**src/rtl/seg7_scan_driver_pkg.sv**
```systemverilog
// Shared definitions for the 4-digit multiplexed 7-segment scan driver:
// active-low segment patterns {g,f,e,d,c,b,a}, scan phase encoding,
// digit count and the tens/units split helpers.
package seg7_scan_driver_pkg;

  localparam int NUM_DIGITS = 4;

  localparam logic [6:0] SEG_0     = 7'h40;
  localparam logic [6:0] SEG_1     = 7'h79;
  localparam logic [6:0] SEG_2     = 7'h24;
  localparam logic [6:0] SEG_3     = 7'h30;
  localparam logic [6:0] SEG_4     = 7'h19;
  localparam logic [6:0] SEG_5     = 7'h12;
  localparam logic [6:0] SEG_6     = 7'h02;
  localparam logic [6:0] SEG_7     = 7'h78;
  localparam logic [6:0] SEG_8     = 7'h00;
  localparam logic [6:0] SEG_9     = 7'h10;
  localparam logic [6:0] SEG_BLANK = 7'h7F;

  typedef enum logic {
    PH_DEAD = 1'b0,
    PH_ON   = 1'b1
  } phase_e;

  // Values 60..63 intentionally give tens=6 (no clamping).
  function automatic logic [3:0] tens_of(input logic [5:0] n);
    return 4'(n / 6'd10);
  endfunction

  function automatic logic [3:0] units_of(input logic [5:0] n);
    return 4'(n % 6'd10);
  endfunction

endpackage

```
**src/rtl/seg7_scan_driver_if.sv**
```systemverilog
// Timer-to-display bundle: pair values and dot in, display pins out.
// The blink request exists only when DISPLAY_BLINK_EN is defined.
interface seg7_scan_driver_if;

  logic [5:0] led_num0;
  logic [5:0] led_num1;
  logic       led_dot;
`ifdef DISPLAY_BLINK_EN
  logic       blink;
`endif
  logic [6:0] seg_n;
  logic       dp_n;
  logic [seg7_scan_driver_pkg::NUM_DIGITS-1:0] digit_en_n;

`ifdef DISPLAY_BLINK_EN
  modport master (output led_num0, led_num1, led_dot, blink,
                  input  seg_n, dp_n, digit_en_n);
  modport slave  (input  led_num0, led_num1, led_dot, blink,
                  output seg_n, dp_n, digit_en_n);
`else
  modport master (output led_num0, led_num1, led_dot,
                  input  seg_n, dp_n, digit_en_n);
  modport slave  (input  led_num0, led_num1, led_dot,
                  output seg_n, dp_n, digit_en_n);
`endif

endinterface

```
**src/rtl/seg7_scan_driver_decode.sv**
```systemverilog
// BCD digit to active-low 7-segment pattern; codes 10..15 are blanked.
module seg7_decode
  import seg7_scan_driver_pkg::*;
(
  input  logic [3:0] bcd_i,
  output logic [6:0] seg_n_o
);

  // Pure lookup, blank for anything that is not a decimal digit.
  always_comb begin
    seg_n_o = SEG_BLANK;
    case (bcd_i)
      4'd0:    seg_n_o = SEG_0;
      4'd1:    seg_n_o = SEG_1;
      4'd2:    seg_n_o = SEG_2;
      4'd3:    seg_n_o = SEG_3;
      4'd4:    seg_n_o = SEG_4;
      4'd5:    seg_n_o = SEG_5;
      4'd6:    seg_n_o = SEG_6;
      4'd7:    seg_n_o = SEG_7;
      4'd8:    seg_n_o = SEG_8;
      4'd9:    seg_n_o = SEG_9;
      default: seg_n_o = SEG_BLANK;
    endcase
  end

endmodule

```
**src/rtl/seg7_scan_driver.sv**
```systemverilog
// 4-digit common-anode multiplexed display driver for the stopwatch.
// Each digit slot is DEAD_CYCLES all-off cycles followed by an ON window;
// inputs are snapshotted once per frame so a digit never tears mid-scan.
// Optional feature macro: DISPLAY_BLINK_EN (adds blink port and blink timer).
module seg7_scan_driver
  import seg7_scan_driver_pkg::*;
#(
  parameter int SCAN_DIV    = 500,
  parameter int DEAD_CYCLES = 8,
  parameter int BLINK_DIV   = 250000
)
(
  input  logic              clock,
  input  logic              reset_n,
  seg7_scan_driver_if.slave bus
);

  if (DEAD_CYCLES < 1 || DEAD_CYCLES >= SCAN_DIV || BLINK_DIV < 1) begin : g_bad_cfg
    $error("seg7_scan_driver: need 1 <= DEAD_CYCLES < SCAN_DIV and BLINK_DIV >= 1");
  end

  localparam int CNT_W = (SCAN_DIV > 1) ? $clog2(SCAN_DIV) : 1;
  localparam int IDX_W = $clog2(NUM_DIGITS);
  localparam logic [CNT_W-1:0] CNT_LAST  = CNT_W'(SCAN_DIV - 1);
  localparam logic [CNT_W-1:0] DEAD_LAST = CNT_W'(DEAD_CYCLES - 1);
  localparam logic [IDX_W-1:0] IDX_LAST  = IDX_W'(NUM_DIGITS - 1);

  phase_e                phase_q, phase_d;
  logic [IDX_W-1:0]      idx_q, idx_d;
  logic [CNT_W-1:0]      cnt_q, cnt_d;
  logic                  wrap;
  logic                  first_q;
  logic [5:0]            num0_q, num1_q;
  logic                  dot_q;
  logic [3:0]            digit_bcd;
  logic [6:0]            digit_seg;
  logic                  blank_on;
  logic [6:0]            seg_q, seg_d;
  logic                  dp_q, dp_d;
  logic [NUM_DIGITS-1:0] en_q, en_d;

  // Scan state register: phase, digit index and slot counter.
  always_ff @(posedge clock or negedge reset_n) begin
    if (!reset_n) begin
      phase_q <= PH_DEAD;
      idx_q   <= '0;
      cnt_q   <= '0;
    end else begin
      phase_q <= phase_d;
      idx_q   <= idx_d;
      cnt_q   <= cnt_d;
    end
  end

  // Slot sequencing: DEAD for DEAD_CYCLES, then ON until the slot ends.
  always_comb begin
    phase_d = phase_q;
    idx_d   = idx_q;
    wrap    = 1'b0;
    cnt_d   = (cnt_q == CNT_LAST) ? '0 : cnt_q + CNT_W'(1);
    case (phase_q)
      PH_DEAD: begin
        if (cnt_q == DEAD_LAST) phase_d = PH_ON;
      end
      PH_ON: begin
        if (cnt_q == CNT_LAST) begin
          phase_d = PH_DEAD;
          idx_d   = idx_q + IDX_W'(1);
          wrap    = (idx_q == IDX_LAST);
        end
      end
      default: phase_d = PH_DEAD;
    endcase
  end

  // Frame snapshot: taken right after reset release and at every 3->0 wrap.
  always_ff @(posedge clock or negedge reset_n) begin
    if (!reset_n) begin
      first_q <= 1'b1;
      num0_q  <= '0;
      num1_q  <= '0;
      dot_q   <= 1'b0;
    end else begin
      first_q <= 1'b0;
      if (first_q || wrap) begin
        num0_q <= bus.led_num0;
        num1_q <= bus.led_num1;
        dot_q  <= bus.led_dot;
      end
    end
  end

  // Pick the BCD digit belonging to the currently scanned position.
  always_comb begin
    digit_bcd = 4'd0;
    case (idx_q)
      2'd0:    digit_bcd = tens_of(num0_q);
      2'd1:    digit_bcd = units_of(num0_q);
      2'd2:    digit_bcd = tens_of(num1_q);
      default: digit_bcd = units_of(num1_q);
    endcase
  end

  seg7_decode u_decode (
    .bcd_i   (digit_bcd),
    .seg_n_o (digit_seg)
  );

`ifdef DISPLAY_BLINK_EN
  localparam int BLK_W = $clog2(BLINK_DIV + 1);
  localparam logic [BLK_W-1:0] BLINK_LAST = BLK_W'(BLINK_DIV - 1);

  logic [BLK_W-1:0] blink_cnt_q;
  logic             blink_state_q;

  // Free-running blink timer; the state flips every BLINK_DIV cycles.
  always_ff @(posedge clock or negedge reset_n) begin
    if (!reset_n) begin
      blink_cnt_q   <= '0;
      blink_state_q <= 1'b0;
    end else if (blink_cnt_q == BLINK_LAST) begin
      blink_cnt_q   <= '0;
      blink_state_q <= ~blink_state_q;
    end else begin
      blink_cnt_q   <= blink_cnt_q + BLK_W'(1);
    end
  end

  assign blank_on = bus.blink & blink_state_q;
`else
  assign blank_on = 1'b0;
`endif

  // Pin values for the current state; blanking never stops the digit scan.
  always_comb begin
    seg_d = SEG_BLANK;
    dp_d  = 1'b1;
    en_d  = '1;
    if (phase_q == PH_ON) begin
      en_d = ~(NUM_DIGITS'(1) << idx_q);
      if (!blank_on) begin
        seg_d = digit_seg;
        dp_d  = ~((idx_q == IDX_W'(1)) && dot_q);
      end
    end
  end

  // Registered pins: one cycle behind the scan state, all off in reset.
  always_ff @(posedge clock or negedge reset_n) begin
    if (!reset_n) begin
      seg_q <= SEG_BLANK;
      dp_q  <= 1'b1;
      en_q  <= '1;
    end else begin
      seg_q <= seg_d;
      dp_q  <= dp_d;
      en_q  <= en_d;
    end
  end

  assign bus.seg_n      = seg_q;
  assign bus.dp_n       = dp_q;
  assign bus.digit_en_n = en_q;

endmodule

```
**src/flat_wrapper.sv**
```systemverilog
// flat-port wrapper written by rule: the top's interface ports become plain ports
module seg7_scan_driver_flat import seg7_scan_driver_pkg::*;
#(
  parameter int SCAN_DIV    = 500,
  parameter int DEAD_CYCLES = 8,
  parameter int BLINK_DIV   = 250000
)
  (clock, reset_n, bus_led_num0, bus_led_num1, bus_led_dot, bus_seg_n, bus_dp_n, bus_digit_en_n);
  seg7_scan_driver_if bus_i ();
  input  logic clock;
  input  logic reset_n;
  input wire logic [$bits(bus_i.led_num0)-1:0] bus_led_num0;
  input wire logic [$bits(bus_i.led_num1)-1:0] bus_led_num1;
  input wire logic [$bits(bus_i.led_dot)-1:0] bus_led_dot;
  output wire logic [$bits(bus_i.seg_n)-1:0] bus_seg_n;
  output wire logic [$bits(bus_i.dp_n)-1:0] bus_dp_n;
  output wire logic [$bits(bus_i.digit_en_n)-1:0] bus_digit_en_n;
  assign bus_i.led_num0 = bus_led_num0;
  assign bus_i.led_num1 = bus_led_num1;
  assign bus_i.led_dot = bus_led_dot;
  assign bus_seg_n = bus_i.seg_n;
  assign bus_dp_n = bus_i.dp_n;
  assign bus_digit_en_n = bus_i.digit_en_n;
  seg7_scan_driver #(.SCAN_DIV(SCAN_DIV), .DEAD_CYCLES(DEAD_CYCLES), .BLINK_DIV(BLINK_DIV)) u_core (.clock(clock), .reset_n(reset_n), .bus(bus_i));
endmodule
```
**config.mk**
```make
export PLATFORM = sky130hd
export DESIGN_NAME = seg7_scan_driver_flat
export DESIGN_NICKNAME = d
export VERILOG_FILES = /design/src/rtl/seg7_scan_driver_pkg.sv /design/src/rtl/seg7_scan_driver_if.sv /design/src/rtl/seg7_scan_driver_decode.sv /design/src/rtl/seg7_scan_driver.sv /design/src/flat_wrapper.sv
export SDC_FILE = /design/constraint.sdc
export NUM_CORES = 1
export LEC_CHECK = 0
export ABC_AREA = 1
export ABC_CLOCK_PERIOD_IN_PS = 4900
export CORE_ASPECT_RATIO = 0.5
export CORE_UTILIZATION = 45
export CTS_CLUSTER_SIZE = 8
export DETAILED_ROUTE_END_ITERATION = 7
export PLACE_DENSITY_LB_ADDON = 0.12
export SYNTH_ARGS = -nofsm -noshare
export SYNTH_HDL_FRONTEND = slang
export SYNTH_SLANG_ARGS = --single-unit
```
**constraint.sdc**
```tcl
create_clock -name clock -period 4.9 [get_ports clock]
set_input_delay 0.735 -clock clock [delete_from_list [all_inputs] [get_ports clock]]
set_output_delay 0.735 -clock clock [all_outputs]
set_load 0.01 [all_outputs]
```
==> reports/qor.csv, run 1 <==
metric,value,unit
status,finished clean,
grt_max_degree,39,
io_pins,27,
slew_violations,0,
grt_pass1_wl,7380,um
fin_crit,3.48,ns
reg2reg_slack,1.42,ns
setup-violations-final,0,
post_cts_resized,0,
grt_usage,0.191,
drtIter0Drc,59,
switching_power,240,uW
initial_utilization,0.488,
netlist_instances,274,
row_count,17,
drive_gt1_frac,0.168,
p_leak,1.29,nW
grt_pass1_vias,1685,
routedWlPerCell,11.9,um
finalClockSkew,0.0106,ns
synth_top_area_frac,0.280,
synth_seq_cells,38,
syn_avg_cell_area,8.15,um^2
swShare,0.303,
fin_nets,331,
synth_ff_type,dfrtp_1,
max_freq,0.288,GHz
dieArea,5260,um^2
cts_sinks,38,
relSlewSlack,0.448,
clkLatencyLatePin,0.30,ns
hold_viol,0,
period_share,0.710,
htree_levels,2,
cts_setup_buffers,0,
start_kind,flip-flop,
clock_power_share,0.284,
dp_cells,362,
synthTopCellsByArea,"dfrtp_1 28%, dfstp_2 15%, nand2_1 12%, ha_1 7.3%, nand3_1 6.7%",
antenna_found_initial,0,
gp_congestion,0.826,
overflow,0,
worstPathMaxFanout,12,
power_density,300,nW/um^2
netlist_top_cells_count,"69 x nand2_1, 35 x inv_1, 30 x nand3_1, 25 x dfrtp_1, 20 x o21ai_0",
worstSetupEndpointType,flip-flop,
p_seq_frac,0.454,
avgViaCountPerCell,4.93,
synth_nets,302,
drc,0,
yosysMostFrequentCell,nand2_1,
cts_buffers,5,
cp.arrival,3.68,ns
syn2layout_area_growth,18.2,%
antenna_left,0,
fin_util,0.577,
maxCapViolCount,0,
cts_buffer_depth,2,
die_h,51.8,um
core-area,4570,um^2
io_buffers,26,
max_slew.worst_pin.slew,0.828,ns
root_buffer,clkbuf_8,
critPathRequiredTime,5.10,ns
routed-via-count,1823,
synthArstFlopShare,1.00,
power.internal,552,uW
antennaDiodeCount,0,
ys_seq_area_frac,0.433,
dp_hpwl,3230,um
wl,4390,um
hp-class,reg -> reg,
yosys_warnings,0,
finalPower,792,uW
clk_pin_slew,0.08,ns
postCtsHoldBufs,0,
yosysTopAreaCell,dfrtp_1,
ys_types,31,
comb_power_share,0.261,
stdcell_count,370,
synth_edf_count,0,
path_class,reg -> reg,
setup_tns,0,ns
dieWidth,102,um
synth_area,2230,um^2
cts_tree,done,
vdd.ir_drop.worst,0.000186,V
rsz0062_at_grt,false,
first_pass_iters,6,
-- metal layers --
layer	global-route usage	share of wire
met4	0.0556	0.0034
met5	0	0
met2	0.304	0.44
met1	0.246	0.50
met3	0.0685	0.049
-- per-stage QoR --
step	area, um^2	hold WS, ns	setup slack (ns)
after CTS	2640	0.442	1.43
after global placement	2540	0.445	1.62
after detailed placement	2540	0.432	1.46
after global routing	2640	0.483	1.11
after floorplan	2230	0.399	2.08
final	2640	0.433	1.42
-- critical path, stage by stage (launching register included) --
cell,delay [ns]
dfrtp_1,0.40
inv_1,0.10
ha_1,0.51
inv_2,0.15
nand2_1,0.11
nand2_2,0.07
inv_2,0.09
ha_1,0.23
nor2_1,0.20
a21oi_4,0.05
nand2_2,0.09
nand2_2,0.06
nand2_2,0.06
nand2_2,0.08
inv_2,0.06
nand2_2,0.06
nand2_2,0.07
nand2_1,0.06
a21oi_1,0.27
ha_1,0.29
inv_1,0.05
nand3_1,0.10
nand3_1,0.11
nand3_1,0.08
-- layout make-up --
cell class	instances	area [um^2]
clock buffer	6	82.6
clock inverter	2	12.5
fill	418	1930
inverter	39	146
multi-input combinational	192	1080
sequential	38	967
tap	66	82.6
timing repair buffer	27	263
-- path summary, 6_finish.rpt --
check | from | cells past startpoint | to
setup / recovery | u_core.idx_q[1] | 23 | u_core.bus.seg_n[3]
hold / removal | u_core.dot_q | 1 | u_core.bus.dp_n
setup reg to reg | u_core.idx_q[1] | 23 | u_core.bus.seg_n[3]
hold reg to reg | u_core.dot_q | 1 | u_core.bus.dp_n
max in group asynchronous | reset_n | 1 | u_core.num1_q[1]
min in group asynchronous | reset_n | 1 | u_core.idx_q[1]
-- flip-flops by register name, indices dropped and copies added (netlist names), 2 cells and up --
register and cells:
u_core.cnt_q 9, u_core.bus.digit_en_n 4, u_core.num1_q 6, u_core.idx_q 2
u_core.num0_q 6, u_core.bus.seg_n 7
-- cell families after synthesis --
logic type,after synthesis,share of synthesized area
other,1,0.00168
XOR/XNOR,4,0.0157
multiplexers,3,0.0151
flip-flops,38,0.433
AND/OR/NAND/NOR,129,0.270
AO/OA/AOI/OAI,42,0.111
buffers and inverters,44,0.0807
adder cells (fa/ha/maj),13,0.0729
-- cell usage in the layout, fill, tap and decap left out, types with 10 or more instances in the layout --
cell / netlist / routed
ha_1: 13 / 13
nor2_1: 10 / 10
nand3_1: 30 / 30
a21oi_1: 10 / 10
clkdlybuf4s50_1: 0 / 25
o21ai_0: 20 / 20
dfstp_2: 13 / 13
nand2_2: 10 / 10
inv_1: 35 / 35
dfrtp_1: 25 / 25
nand2_1: 69 / 69
-- power groups by stage --
| stage | Combinational [mW] | Clock, mW | Sequential, mW |
|---|---|---|---|
| after floorplan | 0.127 | 0 | 0.372 |
| after global placement | 0.202 | 0 | 0.365 |
| after detailed placement | 0.207 | 0 | 0.365 |
| after CTS | 0.208 | 0.235 | 0.360 |
| after global routing | 0.236 | 0.250 | 0.363 |
| final | 0.207 | 0.225 | 0.360 |
No activity file was read; power rests on OpenSTA's default activity.
==> inputs of run 2 (changes only) <==
ABC_CLOCK_PERIOD_IN_PS = 2800   (was 4900)
clock period = 2.8 ns   (was 4.9 ns; I/O delays follow)
==> run 2 against run 1 <==
Compared with the run above:
- clock-buffer cell count up 1
- power is 100% higher
- global-route usage increased by 1.0 points
- sequential cell count did not move
- core utilization increased by 8.1 points
- sequential share of layout area down 4.5 points
- final cell count is 7.0% higher
- fmax rose by 28%
- via count grew 6.3%
- clock skew grew 0.0060 ns
- first-iteration DRC count decreased by 5.1%
- largest cell class unchanged
- largest power group unchanged
- highest routed layer unchanged
==> reports/qor.csv, run 2 (synthesis results as in run 1) <==
metric,value,unit,change
first_pass_iters,4,,was 6
drive_gt1_frac,0.312,,was 0.168
syn2layout_area_growth,34.9,%,was 18.2%
clock_power_share,0.310,,was 0.284
path_class,reg -> reg,,unchanged
routed-via-count,1938,,"was 1,823"
routedWlPerCell,12.5,um,was 11.9 um
status,finished clean,,unchanged
hold_viol,0,,unchanged
gp_congestion,0.850,,was 0.826
overflow,0,,unchanged
cp.arrival,2.92,ns,was 3.68 ns
period_share,0.971,,was 0.710
max_freq,0.368,GHz,was 0.288 GHz
setup-violations-final,0,,unchanged
clkLatencyLatePin,0.31,ns,was 0.30 ns
crit_family,simple AND/OR/NAND/NOR gates,,unchanged
final_cell_mix,"63 x nand2_1, 33 x inv_1, 27 x buf_4",,"was 69 x nand2_1, 35 x inv_1, 30 x nand3_1"
worstSetupEndpointType,flip-flop,,unchanged
vdd.ir_drop.worst,0.000248,V,was 0.000186 V
max_slew.worst_pin.slew,0.859,ns,was 0.828 ns
row_count,17,,unchanged
htree_levels,2,,unchanged
relSlewSlack,0.427,,was 0.448
core-area,4570,um^2,unchanged
largest_register,u_core.cnt_q,,unchanged
fin_util,0.658,,was 0.577
path_cells,"ha_4, inv_4, nand2_1, nand2_2, inv_2, ha_4, nor2_4, a21oi_4, nand2_2, nand2_2, nand2_2, nand3_2, nand2_2, nand2_2, nand2_2, nand2_1, o21ai_2, ha_1, inv_1, nand3_1, nand3_1, nand3_1",,"was inv_1, ha_1, inv_2, nand2_1, nand2_2, inv_2, ha_1, nor2_1, a21oi_4, nand2_2, nand2_2, nand2_2, nand2_2, inv_2, nand2_2, nand2_2, nand2_1, a21oi_1, ha_1, inv_1, nand3_1, nand3_1, nand3_1"
seq_area,967,um^2,unchanged
critPathMaxStageDelay,0.44,ns,was 0.51 ns
io_buffers,26,,unchanged
root_buffer,clkbuf_8,,unchanged
finalClockSkew,0.0166,ns,was 0.0106 ns
hp-class,in -> async,,was reg -> reg
swShare,0.296,,was 0.303
avgViaCountPerCell,4.89,,was 4.93
reg2reg_slack,0.08,ns,was 1.42 ns
slew_violations,0,,unchanged
antenna_found_initial,0,,unchanged
cts_tree,done,,unchanged
setup_tns,0,ns,unchanged
initial_utilization,0.488,,unchanged
worstPathMaxFanout,6,,was 12
clk_pin_slew,0.08,ns,about the same
fin_crit,2.72,ns,was 3.48 ns
power_density,526,nW/um^2,was 300 nW/um^2
antennaDiodeCount,0,,unchanged
cts_buffers,5,,unchanged
grt_max_degree,39,,unchanged
largest_reg_flops,9,,unchanged
p_seq_frac,0.397,,was 0.454
final_common_cell,nand2_1,,unchanged
cts_buffer_depth,2,,unchanged
comb_power_share,0.293,,was 0.261
drc,0,,unchanged
antenna_left,0,,unchanged
grt_usage,0.201,,was 0.191
p_leak,1.47,nW,was 1.29 nW
cts_sinks,38,,unchanged
path_common_cell,nand2_2,,unchanged
start_kind,flip-flop,,unchanged
io_pins,27,,unchanged
grt_pass1_wl,7780,um,was 7380 um
dp_hpwl,3410,um,was 3230 um
drtIter0Drc,56,,was 59
fill_cells,385,,was 418
slowest_stage,dfrtp_1,,was ha_1
critPathRequiredTime,3.00,ns,was 5.10 ns
grt_pass1_vias,1761,,"was 1,685"
wl,4960,um,was 4390 um
power.internal,1.11,mW,was 552 uW
dieArea,5260,um^2,unchanged
rsz0062_at_grt,true,,was false
path_buf_inv,3,,was 5
dieWidth,102,um,unchanged
switching_power,468,uW,was 240 uW
maxCapViolCount,0,,unchanged
fin_nets,357,,was 331
whs,0.227,ns,was 0.433 ns
multi_input_area,1240,um^2,was 1080 um^2
die_h,51.8,um,unchanged
run 2: repair_timing:
action,in CTS,in global routing
resized for setup,6,29
hold buffers,0,0
endpoints found under the setup margin,7,7
pin swaps,1,13
setup buffers,0,5
run 2: power by group through the flow:
stage          registers (mW)  clock network (mW)  logic (mW)
2_1_floorplan           0.651                   0       0.225
3_3_place_gp            0.638                   0       0.395
3_5_place_dp            0.638                   0       0.407
4_1_cts                 0.628               0.507       0.414
5_1_grt                 0.633               0.528       0.513
6_report                0.629               0.490       0.463
run 2: cell type report:
type | count | area share
Multi-Input combinational cell | 192 | 0.411
Sequential cell | 38 | 0.321
Timing Repair Buffer | 53 | 0.152
Inverter | 39 | 0.0495
Clock buffer | 7 | 0.0287
Tap cell | 66 | 0.0274
Clock inverter | 1 | 0.00998
run 2: through the flow:
stage | power (mW) | cells | area [um^2] | setup slack (ns)
6_report | 1.58 | 396 | 3010 | 0.0800
3_3_place_gp | 1.03 | 383 | 2710 | -0.0128
4_1_cts | 1.55 | 391 | 2840 | 0.0126
2_1_floorplan | 0.876 | 274 | 2240 | -0.00166
5_1_grt | 1.67 | 396 | 3010 | -0.107
3_5_place_dp | 1.04 | 383 | 2710 | -0.235
run 2: path summary, 6_finish.rpt:
path                                  from                   to  cells after the start
setup / recovery           u_core.idx_q[0]  u_core.bus.seg_n[0]                     22
hold / removal                     reset_n     u_core.num0_q[0]                      1
setup reg to reg           u_core.idx_q[0]  u_core.bus.seg_n[0]                     22
hold reg to reg               u_core.dot_q      u_core.bus.dp_n                      1
max in group asynchronous          reset_n     u_core.num1_q[1]                      1
min in group clock            u_core.dot_q      u_core.bus.dp_n                      1
run 2: layer usage:
metal | track usage | share of wire
met5 | 0 | 0
met4 | 0.0845 | 0.015
met3 | 0.0672 | 0.033
met2 | 0.319 | 0.48
met1 | 0.254 | 0.47
==> RTL change: new RTL, config.mk and constraints of run 2 <==
The package constant `NUM_DIGITS` goes from 4 to 2.
--- a/src/rtl/seg7_scan_driver_pkg.sv
+++ b/src/rtl/seg7_scan_driver_pkg.sv
@@ -3,7 +3,7 @@
 // digit count and the tens/units split helpers.
 package seg7_scan_driver_pkg;
 
-  localparam int NUM_DIGITS = 4;
+  localparam int NUM_DIGITS = 2;
 
   localparam logic [6:0] SEG_0     = 7'h40;
   localparam logic [6:0] SEG_1     = 7'h79;
Interface: changed (resized bus_digit_en_n); port bits go from 27 to 25. The function was not compared with the original's and may differ.
==> RTL change against run 2 <==
  * Highest routed layer unchanged
  * Maximum frequency rose by 19%
  * Wire length fell by 44%
  * Sequential cell count fell by 9
  * Worst setup slack improved by 0.43 ns
  * Final cell count fell by 39%
  * Non-clock buffer count fell by 33
  * Synthesized area fell by 32%
  * The flow now finishes with violations (design-rule violations)
  * Final area fell by 38%
  * Power fell by 29%
==> RTL change: results (changes against run 2) <==
status: "complete, but fails checks"  # was finished, final reports clean
failed_checks: "design-rule violations"
power_leakage_nw: 0.911  # was 1.47 nW
cts_root_buf: "clkbuf_8"  # unchanged
reg2reg_depth: 13  # was 22
finClkSkew_ns: 0.00362  # was 0.0166 ns
max_flop_register: "u_core.cnt_q"  # unchanged
cts_resized: 0  # was 6
avgRoutedWirePerCell_um: 11.4  # was 12.5 um
numCtsBuffers: 5  # unchanged
grt_antenna_before_repair: 0  # unchanged
instance_area_at_placement_um2: 1750  # was 2710 um2
vdd_ir_max_mv: 0.223  # was 0.248 mV
drt_pass1_iterations: 8  # was 4
hold_path_startpoint: "u_core.dot_q"
clock_insertion_delay_worst_skew_ns: 0.28  # was 0.31 ns
syn_nets: 199  # was 302
syn_inst: 177  # was 274
min_path_type: "reg2reg"  # was in2async
cts_max_path_buffers: 2  # unchanged
detail_route.drc_violations: 3  # was 0
max_slew.worst_pin.slew_ns: 0.782  # was 0.859 ns
final_net_count: 223  # was 357
detail_placement_hpwl_mm: 2.05  # was 3.41 mm
arrival_ns: 2.48  # was 2.92 ns
synth_sequential_area_ratio_pct: 48.5  # was 43.3%
post_route_cells_drive_above_1_share_pct: 16.3  # was 31.2%
gpl.final_weighted_congestion: 0.833  # was 0.850
cts_htree_levels: 2  # unchanged
largest_reg_flops: 9  # unchanged
worstHoldPathCells: 1
yosys_most_used_dff: "dfrtp_1"  # unchanged
total_number_of_yosys_warnings: 0  # unchanged
drt_wl_total_mm: 2.77  # was 4.96 mm
drt-initial-drc-count: 61  # was 56
portBuffers: 18  # was 26
post-cts-setup-buffer-count: 0  # unchanged
antenna_cells_inserted: 0  # unchanged
setup.worst_path.start: "u_core.num0_q[4]"  # was u_core.idx_q[0]
largest_net_degree_at_the_start_of_global_routing: 16  # was 39
leading_post_synthesis_cells_by_cell_area: "dfrtp_1 30%, dfstp_2 19%, nand3_1 9.2%"  # was dfrtp_1 28%, dfstp_2 15%, nand2_1 12%
clock_pin_slew_on_the_worst_setup_and_hold_paths_ns: 0.06  # was 0.08 ns
total_vias_in_the_final_route: 1209  # was 1938
crit_fanout: 5  # was 6
grt_use_total_pct: 18.4  # was 20.1%
place.detailed.instances: 234  # was 383
async_reset_ff_share_pct: 100  # unchanged
grt_pass1_wl_mm: 5.04  # was 7.78 mm
yosys-top-cells-count: "34 x nand2_1, 28 x nand3_1, 24 x inv_1, 18 x dfrtp_1, 11 x dfstp_2"  # was 69 x nand2_1, 35 x inv_1, 30 x nand3_1, 25 x dfrtp_1, 20 x o21ai_0
synth_cell_types: 28  # was 31
-- RTL change: report_power, final --
part	internal, W	switching (W)
combinational	0.000105	0.000123
sequential	0.000468	0.0000131
clock	0.000264	0.000158
-- RTL change: final timing paths --
path / end / slack, ns
max in group asynchronous: u_core.cnt_q[6] / 1.59
max: u_core.bus.seg_n[3] / 0.51
min in group asynchronous: u_core.num0_q[0] / 0.56
min: u_core.bus.dp_n / 0.44
max reg2reg: u_core.bus.seg_n[3] / 0.51
min reg2reg: u_core.bus.dp_n / 0.44
-- RTL change: critical path: stages, from the launching register on --
cell and delay [ns]:
dfrtp_1 0.42, nor2_2 0.17, nand2_2 0.10, a21o_1 0.19, nand2_1 0.07, nand2_2 0.07, nand2_2 0.08, nand2_2 0.08
o21ai_1 0.32, inv_1 0.11, ha_1 0.29, nand3_1 0.09, nand3_1 0.12, nand3_1 0.08
-- RTL change: area by class of cell --
cell class	instances	area [um2]
clock buffers	6	72.6
clock inverters	2	35.0
fillers	284	1260
inverters	24	90.1
multi-input cells	121	678
flip-flops and latches	29	739
well taps	40	50.0
repair buffers	20	195
-- RTL change: cell families after synthesis --
| group | after synthesis | share of synthesized area, % |
|---|---|---|
| buffers and inverters | 27 | 6.98 |
| DFF | 29 | 48.5 |
| adders and majority gates | 7 | 5.75 |
| muxes | 2 | 1.48 |
| and+or+nand+nor | 86 | 27.5 |
| AOI/OAI and AO/OA | 23 | 8.37 |
| xor gates and xnor gates | 2 | 1.15 |
| other | 1 | 0.246 |
-- RTL change: per-stage QoR --
step	hold WS, ns	setup slack (ns)	util [%]
finish	0.436	0.509	59.7
global route	0.470	0.284	59.7
CTS	0.445	0.505	59.7
detailed placement	0.436	0.518	56.2
global placement	0.414	0.571	56.2
floorplan	0.124	0.770	-
-- RTL change: metal layers --
layer	up-vias	track usage [%]	wire length, um
met3	5	6.42	85
met2	15	30.7	1260
li1	624	-	-
met4	0	6.21	32
met5	-	0	0
met1	565	22.6	1390
